$ cat src/rtl/pcpi_mul_arbiter.sv
// Round-robin arbiter sharing one PCPI multiplier between NUM_REQ PCPI masters.
// Operands are latched at grant; the result is returned as a one-cycle req_ready pulse.
module pcpi_mul_arbiter #(
  parameter int NUM_REQ    = 2,
  parameter int FILTER_MUL = 1,
  parameter int TIMEOUT    = 16
) (
  input  logic                   clk,
  input  logic                   resetn,
  input  logic [NUM_REQ-1:0]     req_valid,
  input  logic [32*NUM_REQ-1:0]  req_insn,
  input  logic [32*NUM_REQ-1:0]  req_rs1,
  input  logic [32*NUM_REQ-1:0]  req_rs2,
  output logic [NUM_REQ-1:0]     req_wr,
  output logic [31:0]            req_rd,
  output logic [NUM_REQ-1:0]     req_wait,
  output logic [NUM_REQ-1:0]     req_ready,
  output logic                   m_valid,
  output logic [31:0]            m_insn,
  output logic [31:0]            m_rs1,
  output logic [31:0]            m_rs2,
  input  logic                   m_wr,
  input  logic                   m_wait,
  input  logic                   m_ready,
  input  logic [31:0]            m_rd
);

  localparam int          GW    = (NUM_REQ > 2) ? 2 : 1;
  localparam logic [31:0] TLAST = 32'(TIMEOUT - 1);

  typedef enum logic [1:0] {IDLE, ISSUE, DONE} state_t;

  state_t              state_q, state_d;
  logic [GW-1:0]       grant_q, grant_d;
  logic [GW-1:0]       last_q, last_d;
  logic [31:0]         m_insn_q, m_insn_d;
  logic [31:0]         m_rs1_q, m_rs1_d;
  logic [31:0]         m_rs2_q, m_rs2_d;
  logic [31:0]         rd_q, rd_d;
  logic                wr_q, wr_d;
  logic [NUM_REQ-1:0]  blocked_q, blocked_d;
  logic [31:0]         timer_q, timer_d;

  logic [NUM_REQ-1:0]  eligible;
  logic                any_elig;
  logic [GW-1:0]       pick;
  logic [31:0]         sel_insn, sel_rs1, sel_rs2;

  // Only MUL/MULH/MULHSU/MULHU (funct3[2]=0) are considered when filtering.
  for (genvar gi = 0; gi < NUM_REQ; gi++) begin : g_elig
    logic is_mul;
    assign is_mul = (req_insn[32*gi +: 7] == 7'b0110011) &&
                    (req_insn[32*gi+25 +: 7] == 7'b0000001) &&
                    !req_insn[32*gi+14];
    assign eligible[gi] = req_valid[gi] & ~blocked_q[gi] & ((FILTER_MUL == 0) || is_mul);
  end

  // Search from last_q+1; walking k downwards lets the nearest candidate win.
  always_comb begin
    int idx;
    idx      = 0;
    pick     = '0;
    any_elig = 1'b0;
    sel_insn = '0;
    sel_rs1  = '0;
    sel_rs2  = '0;
    for (int k = NUM_REQ - 1; k >= 0; k--) begin
      idx = int'(last_q) + 1 + k;
      if (idx >= NUM_REQ) idx = idx - NUM_REQ;
      for (int i = 0; i < NUM_REQ; i++) begin
        if (i == idx && eligible[i]) begin
          pick     = GW'(i);
          any_elig = 1'b1;
          sel_insn = req_insn[32*i +: 32];
          sel_rs1  = req_rs1[32*i +: 32];
          sel_rs2  = req_rs2[32*i +: 32];
        end
      end
    end
  end

  always_comb begin
    state_d   = state_q;
    grant_d   = grant_q;
    last_d    = last_q;
    m_insn_d  = m_insn_q;
    m_rs1_d   = m_rs1_q;
    m_rs2_d   = m_rs2_q;
    rd_d      = rd_q;
    wr_d      = wr_q;
    timer_d   = timer_q;
    blocked_d = blocked_q & req_valid;
    case (state_q)
      IDLE: begin
        if (any_elig) begin
          grant_d  = pick;
          last_d   = pick;
          m_insn_d = sel_insn;
          m_rs1_d  = sel_rs1;
          m_rs2_d  = sel_rs2;
          timer_d  = '0;
          state_d  = ISSUE;
        end
      end
      ISSUE: begin
        if (m_ready) begin
          rd_d               = m_rd;
          wr_d               = m_wr;
          blocked_d[grant_q] = 1'b1;
          state_d            = DONE;
        end else if (!req_valid[grant_q]) begin
          state_d = IDLE;
        end else if ((TIMEOUT != 0) && (timer_q == TLAST) && !m_wait) begin
          // Blocking drops req_wait so the core's own PCPI timeout fires.
          blocked_d[grant_q] = 1'b1;
          state_d            = IDLE;
        end else begin
          timer_d = m_wait ? '0 : timer_q + 32'd1;
        end
      end
      DONE:    state_d = IDLE;
      default: state_d = IDLE;
    endcase
  end

  always_ff @(posedge clk) begin
    if (!resetn) begin
      state_q   <= IDLE;
      grant_q   <= '0;
      last_q    <= GW'(NUM_REQ - 1);
      m_insn_q  <= '0;
      m_rs1_q   <= '0;
      m_rs2_q   <= '0;
      rd_q      <= '0;
      wr_q      <= 1'b0;
      blocked_q <= '0;
      timer_q   <= '0;
    end else begin
      state_q   <= state_d;
      grant_q   <= grant_d;
      last_q    <= last_d;
      m_insn_q  <= m_insn_d;
      m_rs1_q   <= m_rs1_d;
      m_rs2_q   <= m_rs2_d;
      rd_q      <= rd_d;
      wr_q      <= wr_d;
      blocked_q <= blocked_d;
      timer_q   <= timer_d;
    end
  end

  logic [NUM_REQ-1:0] grant_onehot;
  assign grant_onehot = {{(NUM_REQ-1){1'b0}}, 1'b1} << grant_q;

  assign m_valid   = (state_q == ISSUE);
  assign m_insn    = m_insn_q;
  assign m_rs1     = m_rs1_q;
  assign m_rs2     = m_rs2_q;
  assign req_wait  = eligible;
  assign req_ready = (state_q == DONE) ? grant_onehot : '0;
  assign req_wr    = wr_q ? req_ready : '0;
  assign req_rd    = (state_q == DONE) ? rd_q : '0;

endmodule
$ cat config.mk
export PLATFORM = sky130hd
export DESIGN_NAME = pcpi_mul_arbiter
export DESIGN_NICKNAME = d
export VERILOG_FILES = /design/src/rtl/pcpi_mul_arbiter.sv
export SDC_FILE = /design/constraint.sdc
export NUM_CORES = 1
export LEC_CHECK = 0
export ABC_AREA = 0
export BUFFER_PORTS_ARGS = -buffer_cell sky130_fd_sc_hd__buf_2
export CORE_AREA = 3 3 143 145
export CTS_CLUSTER_SIZE = 14
export DETAILED_ROUTE_END_ITERATION = 10
export DIE_AREA = 0 0 146 148
export PLACE_DENSITY_LB_ADDON = 0.25
export SKIP_CTS_REPAIR_TIMING = 1
export SYNTH_ARGS = -nofsm -noshare
export SYNTH_HDL_FRONTEND = slang
export SYNTH_SLANG_ARGS = --single-unit
$ cat constraint.sdc
create_clock -name clk -period 5.76 [get_ports clk]
set_clock_uncertainty 0.15 [all_clocks]
set_input_delay 0.288 -clock clk [delete_from_list [all_inputs] [get_ports clk]]
set_output_delay 0.288 -clock clk [all_outputs]
set_load 0.01 [all_outputs]
## Yosys cells after proc, flatten, opt, wreduce, memory -nomap -nowiden

Cells that the tools add are included.

| word-level totals | value |
|---|---|
| register bits | 167 |
| input bits | 231 |
| output and inout bits | 135 |
| logic and storage cells | 106 |

| cells by class | value |
|---|---|
| add/subtract/negate cells | 5 |
| order comparisons | 4 |
| equal/unequal tests | 14 |
| shifts and indexed selects | 1 |
| muxes and demuxes | 43 |
| bitwise operators | 8 |
| reductions and logical operators | 21 |

Operator list:

| cell | number |
|---|---|
| 32-bit 2-to-1 mux | 20 |
| 2-bit by 32-bit equality test with 1-bit output (first input constant) | 2 |
| 32-bit zero test | 2 |
| 32-bit case mux with 2 select lines | 1 |
| 32-bit by 1-bit adder with 32-bit output (second input constant) | 1 |
| 32-bit by 2-bit adder with 32-bit output (second input constant) | 1 |
| 32-bit by 4-bit equality test with 1-bit output (second input constant) | 1 |
| 32-bit by 3-bit >= comparator with 1-bit output (second input constant) | 1 |
| 32-bit by 3-bit subtractor with 32-bit output (second input constant) | 1 |
| 2-bit 2-to-1 mux | 10 |
| 7-bit by 1-bit equality test with 1-bit output (second input constant) | 2 |
| 7-bit by 6-bit equality test with 1-bit output (second input constant) | 2 |
| 1-bit logical AND | 10 |
| 1-bit 2-to-1 mux | 10 |
| 2-bit != test (second input constant) | 3 |
| 2-bit AND reduction | 3 |
| 5-bit AND reduction | 1 |
| 1-bit bitwise AND | 4 |
| 4-bit by 3-bit != test with 1-bit output (second input constant) | 1 |
| 2-bit case mux with 2 select lines | 1 |
| 1-bit zero test | 3 |
| 2-bit by 2-bit subtractor with 3-bit output (second input constant) | 1 |
| 1-bit by 1-bit adder with 2-bit output (second input constant) | 1 |
| 2-bit bitwise AND | 1 |
| 12 further kinds | 13 |

## Longest topological paths before layout

Gate-level depths: netlist of run 1.

| depth | value |
|---|---|
| depth after elaboration | 12 |
| mapped depth | 9 |
| gate-level depth less buffers | 7 |

## Worst setup path before layout of run 1

No wires, ideal clock.

| path | value |
|---|---|
| path kind | input -> register |
| start point | input port req_insn[34] |
| end point | register timer_q[28] |
| library setup time | 66 ps |
| data arrival time | 1917 ps |
| required time | 5544 ps |
| path slack | 3627 ps |
| stages on the path | 8 |
| buffers on the path | 2 |
| path through | and4bb_1 nand3_2 o32a_1 buf_6 and2_4 buf_6 or3_1 a21oi_2 |

| between the ends | value |
|---|---|
| cells in the longest elaborated chain, start to end | 10 |
| elaborated cells on any way between the ends | 11 |
| classes of those cells | eq/ne (2); mux (3); bitwise (1); reduce/logical (5) |

RTL lines:

| what | RTL line | text |
|---|---|---|
| start, declared | 11 | `input logic [32*NUM_REQ-1:0] req_insn,` |
| 7-bit by 6-bit equality test with 1-bit output * | 52 | `assign is_mul = (req_insn[32*gi +: 7] == 7'b0110011) &&` |
| 1-bit logical AND * | 52 |  |
| 1-bit logical AND * | 53 | `(req_insn[32*gi+25 +: 7] == 7'b0000001) &&` |
| 1-bit bitwise AND * | 55 | `assign eligible[gi] = req_valid[gi] & ~blocked_q[gi] & ((FILTER_MUL == 0) \|\| is_mul);` |
| 1-bit logical AND | 71 | `if (i == idx && eligible[i]) begin` |
| 1-bit 2-to-1 mux (2 in a row) | 71 |  |
| 1-bit 2-to-1 mux * | 71 |  |
| 2-bit != test (no source line) * | -- |  |
| 5-bit AND reduction (no source line) * | -- |  |
| end signal, assigned | 148 | `timer_q <= timer_d;` |
| end, declared | 42 | `logic [31:0] timer_q, timer_d;` |

Mark *: on every way between the ends. The rest lies on a longest branch, timed or not.
A chain may end at the register's enable or synchronous reset.

## Worst setup path in the final report of run 1

| path | value |
|---|---|
| start point | register blocked_q[1] |
| end point | register m_insn_q[12], in the netlist m_insn[12] |

| between the ends | value |
|---|---|
| cells in the longest elaborated chain, start to end | 8 |
| elaborated cells on any way between the ends | 12 |
| classes of those cells | mux (6); bitwise (3); reduce/logical (3) |

RTL lines:

| what | RTL line | text |
|---|---|---|
| start, declared | 41 | `logic [NUM_REQ-1:0] blocked_q, blocked_d;` |
| start signal, assigned | 147 | `blocked_q <= blocked_d;` |
| 1-bit inverter * | 55 |  |
| 1-bit bitwise AND * (2 in a row) | 55 |  |
| 1-bit logical AND | 71 |  |
| 1-bit 2-to-1 mux (3 in a row) | 71 |  |
| 2-bit AND reduction (no source line) | -- |  |
| end signal, assigned | 142 | `m_insn_q <= m_insn_d;` |
| end, declared | 36 | `logic [31:0] m_insn_q, m_insn_d;` |

Marked as above.

==> results.toml, run 1 <==
[status]
status = "complete, but fails checks"
violations = "hold timing"

[sta]
post-route-min-period_ps = 3270
slew_viol_final = 0
tightest_slew_ps = 1140
fin_ws_ps = 2490
final-hold-violation-count = 1
setup_violations = 0
tns_ps = 0
rsz0062_at_grt = "no"
min_period_over_period = 0.568
hold_slack_ps = -16.0
slew_headroom = 0.236
fmax_ghz = 0.306

[critical_path]
cp_max_fo = 59
r2r_start = "blocked_q[1]"
rrSetupSlack_ps = 2490
crit_family = "compound AO/OA/AOI/OAI gates"
path_buf_inv = 1
cp-end-kind = "flip-flop"
path_cells = "and4bb_1 > nand3_2 > o31ai_4 > buf_4 > mux2i_1 > a21oi_1"
cpPeakStageDelay_ps = 890
cp.required_ps = 5870
critPathLaunchType = "flip-flop"
r2r_cells = 6
worst-endpoint-arrival_ps = 3380
critPathKind = "flip-flop to flip-flop"
crit_slowest_cell = "buf_4"
worstReg2RegEnd = "m_insn[12]"

[placed_design]
pre_cts_slack_ps = 2250
globalplace.congestion = 0.839
dp_hpwl_um = 18600
dp.cells = 1437
numPortBuffers = 365

[clocking]
cts_max_path_buffers = 2
path_clk_slew_ps = 60
clock_latency_ps = 420
cts-root-buf = "clkbuf_16"
cts_tree = "yes"
htreeDepth = 4
cts_buffers = 17
cts.sinks = 167

[floorplan]
initial_utilization = 0.390
io_pins = 366
dieHeight_um = 148
die_w_um = 146
fp-row-count = 51
placeableCoreArea_sq_mm = 0.0193
die-area_sq_mm = 0.0216

[layout]
fin_util = 0.544
area_delta_synth_final_pct = 39.7
layout_commonest_cell = "buf_2"
drive_gt1_frac = 0.338
stdcell_count = 1510
fillers = 1836
fin_nets = 1459
final_cell_mix = "buf_2 (364), dfxtp_1 (167), nand2_1 (96), o21ai_0 (90), a21oi_1 (86)"

[synth]
synth_top_family_by_area = "compound AO/OA/AOI/OAI gates"
synthSimpleGateAreaFrac = 0.195
synthAdderAreaFrac = 0.00166
syn_nets = 1097
synth_edf_count = 0
ys_warn_count = 0
synth_cells = 865
ys_async_sr_fraction = 0
netlist_top_cells_area = "dfxtp_1 (44%), mux2i_1 (9.6%), o21ai_0 (6.0%), a21oi_1 (5.7%), a21boi_0 (5.1%)"
synth_top_cell_by_area = "dfxtp_1"
synthMuxAreaShare = 0.0956
synth_top_area_frac = 0.444
synth_cell_types = 49
synth_xor_area_frac = 0.0163
syn_area_sq_mm = 0.00754
ys.flop_type = "dfxtp_1"
synth_seq_cells = 167
synth.avg_cell_area_sq_um = 8.71
ys_seq_area_frac = 0.444
synth_compound_area_frac = 0.208

[detailed_routing]
vias = 7750
drt-total-wl_um = 25800
drtIter0Drc = 361
drt_pass1_iterations = 5
drcViolationCount = 0
drtAntennaViolNets = 0
viasPerCell = 5.13
wire_per_inst_um = 17.1

[worst_hold_path]
hold_end = "rd_q[3]"
min_path_cells = 3
holdCritStartpoint = "m_rd[3]"
worstHoldPathType = "input pin to flip-flop"

[grt]
grt_overflow = 0
grt_max_degree = 101
grt_pass1_wl_um = 38600
grt_pass1_vias = 7271
grtUsageTotal = 0.223
antenna_found_initial = 6

[power_and_ir_drop]
netSwitchingPower_mw = 0.552
power_mw = 2.54
switching_share = 0.217
p_int_mw = 1.99
pwr-share-clk = 0.487
pwr-share-seq = 0.454
combPwrFrac = 0.059
vdd_ir_drop_max_uv = 182
p_leak_nw = 5.14
p_per_area_mw_per_mm2 = 241

[run]
drv_cap = 0
[layout make-up]
type / count / area [sq um] / share of cell area
multi-input combinational: 627 / 3920 / 0.373
sequential: 167 / 3340 / 0.318
timing repair buffer: 412 / 2270 / 0.216
clock buffer: 18 / 439 / 0.0417
tap: 265 / 332 / 0.0315
clock inverter: 13 / 194 / 0.0184
antenna: 6 / 15.0 / 0.00143
inverter: 2 / 7.51 / 0.000713
[how the worst max path moves through the flow]
stage	from	to	slack, ps	cells past startpoint
after global placement	req_insn[30]	timer_q[18]	2300	9
after floorplan	req_insn[34]	timer_q[28]	3630	8
final	blocked_q[1]	m_insn[12]	2490	6
after global routing	blocked_q[0]	timer_q[11]	2210	8
after detailed placement	req_insn[30]	timer_q[18]	2250	9
after CTS	blocked_q[0]	timer_q[18]	2400	8
[routing by layer]
metal  vias up  share of wire  global-route usage
met5         -              0                   0
met4         0          0.022              0.0941
met2       270           0.49               0.367
met1      3617           0.42               0.274
li1       3826              -                   -
met3        37          0.070              0.0638
[logic make-up (layout without fill, tap and decap cells)]
group	Yosys count	after routing
mux	72	72
simple gates	276	276
compound gates	264	264
xor+xnor	14	14
flops	167	167
fa+ha+maj	1	1
other cells	0	6
buf+inv	71	445
[power by group through the flow]
stage                     logic [mW]  registers [mW]  clock network (mW)
after detailed placement       0.130            1.18                   0
after global placement         0.130            1.18                   0
after CTS                      0.130            1.15                1.26
after floorplan               0.0390            1.18                   0
final                          0.149            1.15                1.24
after global routing           0.163            1.15                1.32
[per-stage QoR]
| step | hold slack, ps | instance area, sq um |
|---|---|---|
| final | -16.0 | 10500 |
| after global routing | 1.22 | 10500 |
| after CTS | -53.7 | 10200 |
| after detailed placement | 298 | 9520 |
| after global placement | 293 | 9520 |
| after floorplan | 268 | 7540 |
[cells in the mapped netlist, drive strengths merged, types with 7 or more instances]
master  number
dfxtp      167
xnor2       14
a32oi       10
a21boi      51
and2        41
nand4       14
clkbuf      51
nand2       96
o21ai       92
nor2        36
nand3       17
a21oi       87
mux2i       72
nor4        17
and3        19
or3          7
buf         18
[flip-flops by register name, indices dropped and copies added (netlist names)]
| name | cells |
|---|---|
| state_q | 2 |
| m_insn | 32 |
| blocked_q | 2 |
| last_q | 1 |
| grant_q | 1 |
| wr_q | 1 |
| m_rs1 | 32 |
| m_rs2 | 32 |
| timer_q | 32 |
| rd_q | 32 |
[worst register-to-register path, stage by stage (launching register included)]
cell,delay [ps]
dfxtp_1,310
and4bb_1,250
nand3_2,260
o31ai_4,830
buf_4,890
mux2i_1,340
a21oi_1,90
(Power assumes the default switching activity.)
==> run 2: changes to the inputs <==
--- a/config.mk
+++ b/config.mk
@@ -7,10 +7,11 @@
 export LEC_CHECK = 0
 export ABC_AREA = 0
 export BUFFER_PORTS_ARGS = -buffer_cell sky130_fd_sc_hd__buf_2
-export CORE_AREA = 3 3 143 145
+export CORE_ASPECT_RATIO = 0.9
+export CORE_MARGIN = 3
+export CORE_UTILIZATION = 42
 export CTS_CLUSTER_SIZE = 14
 export DETAILED_ROUTE_END_ITERATION = 10
-export DIE_AREA = 0 0 146 148
 export PLACE_DENSITY_LB_ADDON = 0.25
 export SKIP_CTS_REPAIR_TIMING = 1
 export SYNTH_ARGS = -nofsm -noshare
==> constraint.sdc (replaced) <==
create_clock -name clk -period 2.85 [get_ports clk]
set_clock_uncertainty 0.15 [all_clocks]
set_input_delay 0.1425 -clock clk [delete_from_list [all_inputs] [get_ports clk]]
set_output_delay 0.1425 -clock clk [all_outputs]
set_load 0.01 [all_outputs]
==> run 2 against run 1 <==
  * Sequential power grew 100%
  * Setup slack got worse by 2300 ps
  * Largest cell class is now buffers
  * Register-to-register slack worse by 2300 ps
  * Highest routed layer is now met5
  * The run now ends clean
==> results.toml, run 2 (synthesis results as in run 1) <==
[power_and_ir_drop]
p_int_mw = 3.82
combPwrFrac = 0.104
switching_share = 0.240
p_leak_nw = 5.83
pwr-share-clk = 0.431
pwr-share-seq = 0.465
vdd_ir_drop_max_uv = 357
netSwitchingPower_mw = 1.20
power_mw = 5.02
p_per_area_mw_per_mm2 = 414

[sta]
final-hold-violation-count = 0
tns_ps = 0
post-route-min-period_ps = 2710
slew_headroom = 0.596
fin_ws_ps = 139
fmax_ghz = 0.369
tightest_slew_ps = 606
hold_slack_ps = 8.31
min_period_over_period = 0.951
rsz0062_at_grt = "no"
setup_violations = 0
slew_viol_final = 0

[grt]
grt_overflow = 0
grtUsageTotal = 0.252
grt_pass1_wl_um = 39500
antenna_found_initial = 3
grt_pass1_vias = 7278
grt_max_degree = 91

[layout]
drive_gt1_frac = 0.304
fin_nets = 1632
layout_commonest_cell = "buf_2"
stdcell_count = 1651
postLayoutCellArea_sq_mm = 0.0121
area_delta_synth_final_pct = 61.0
final_cell_mix = "buf_2 (364), dlygate4sd3_1 (199), dfxtp_1 (167), nand2_1 (96), o21ai_0 (90)"
fin_util = 0.704

[clocking]
cts_max_path_buffers = 2
cts_tree = "yes"
cts.sinks = 167
htreeDepth = 4
clock_latency_ps = 430
path_clk_slew_ps = 70
cts_buffers = 17
cts-root-buf = "clkbuf_16"

[placed_design]
numPortBuffers = 365
dp_hpwl_um = 18900
globalplace.congestion = 0.877
dp.cells = 1417
pre_cts_slack_ps = 352
place_area_sq_mm = 0.00960

[detailed_routing]
drtIter0Drc = 917
drtAntennaViolNets = 0
drt_pass1_iterations = 5
drcViolationCount = 0
vias = 9269
drt-total-wl_um = 33700
wire_per_inst_um = 20.4
viasPerCell = 5.61

[floorplan]
dieHeight_um = 133
io_pins = 366
die_w_um = 147
die-area_sq_mm = 0.0196
fp-row-count = 45
placeableCoreArea_sq_mm = 0.0172
initial_utilization = 0.437

[critical_path]
cp.required_ps = 3020
cp_max_fo = 10
cpPeakStageDelay_ps = 590
critPathLaunchType = "flip-flop"
critPathKind = "flip-flop to flip-flop"
cp-end-kind = "flip-flop"
worst-endpoint-arrival_ps = 2880
path_cells = "nor4_1 > nand4_1 > nor2_1 > o31a_1 > a32oi_1 > a21boi_0"
crit_slowest_cell = "o31a_1"

[status]
status = "finished clean"

[run]
drv_cap = 0

[worst_hold_path]
worstHoldPathType = "input pin to flip-flop"
[run 2: path summary, 6_finish.rpt]
kind / to / cells past startpoint / start / slack [ps]
max: m_insn[22] / 6 / blocked_q[0] / 140
min: timer_q[8] / 4 / m_wait / 8
max reg2reg: m_insn[22] / 6 / blocked_q[0] / 140
min reg2reg: rd_q[22] / 2 / rd_q[22] / 310
[run 2: power groups by stage]
stage                     Clock, mW  Sequential [mW]  Combinational (mW)
after floorplan                   0             2.39              0.0789
after global placement            0             2.39               0.266
after detailed placement          0             2.39               0.267
after CTS                      2.20             2.33               0.268
final                          2.16             2.33               0.521
after global routing           2.28             2.33               0.548
[run 2: cell type report]
cell class,count,area (sq um)
sequential,167,3340
clock buffer,20,447
inverter,2,7.51
clock inverter,12,92.6
fill,1228,5090
timing repair buffer,585,4020
multi-input combinational,627,3930
antenna,3,7.51
tap,235,294
[run 2: per-layer routing]
layer | vias up | GRT usage | wire length (um)
li1 | 4168 | - | -
met1 | 4229 | 0.331 | 12400
met2 | 675 | 0.396 | 15600
met3 | 195 | 0.0678 | 3460
met4 | 2 | 0.0973 | 2200
met5 | - | 0 | 13
[run 2: critical path, delay by kind of cell (launching register included)]
| kind | cells | cell delay, ps |
|---|---|---|
| AO/OA/AOI/OAI | 3 | 1130 |
| AND/OR/NAND/NOR | 3 | 1010 |
| flip-flops | 1 | 310 |
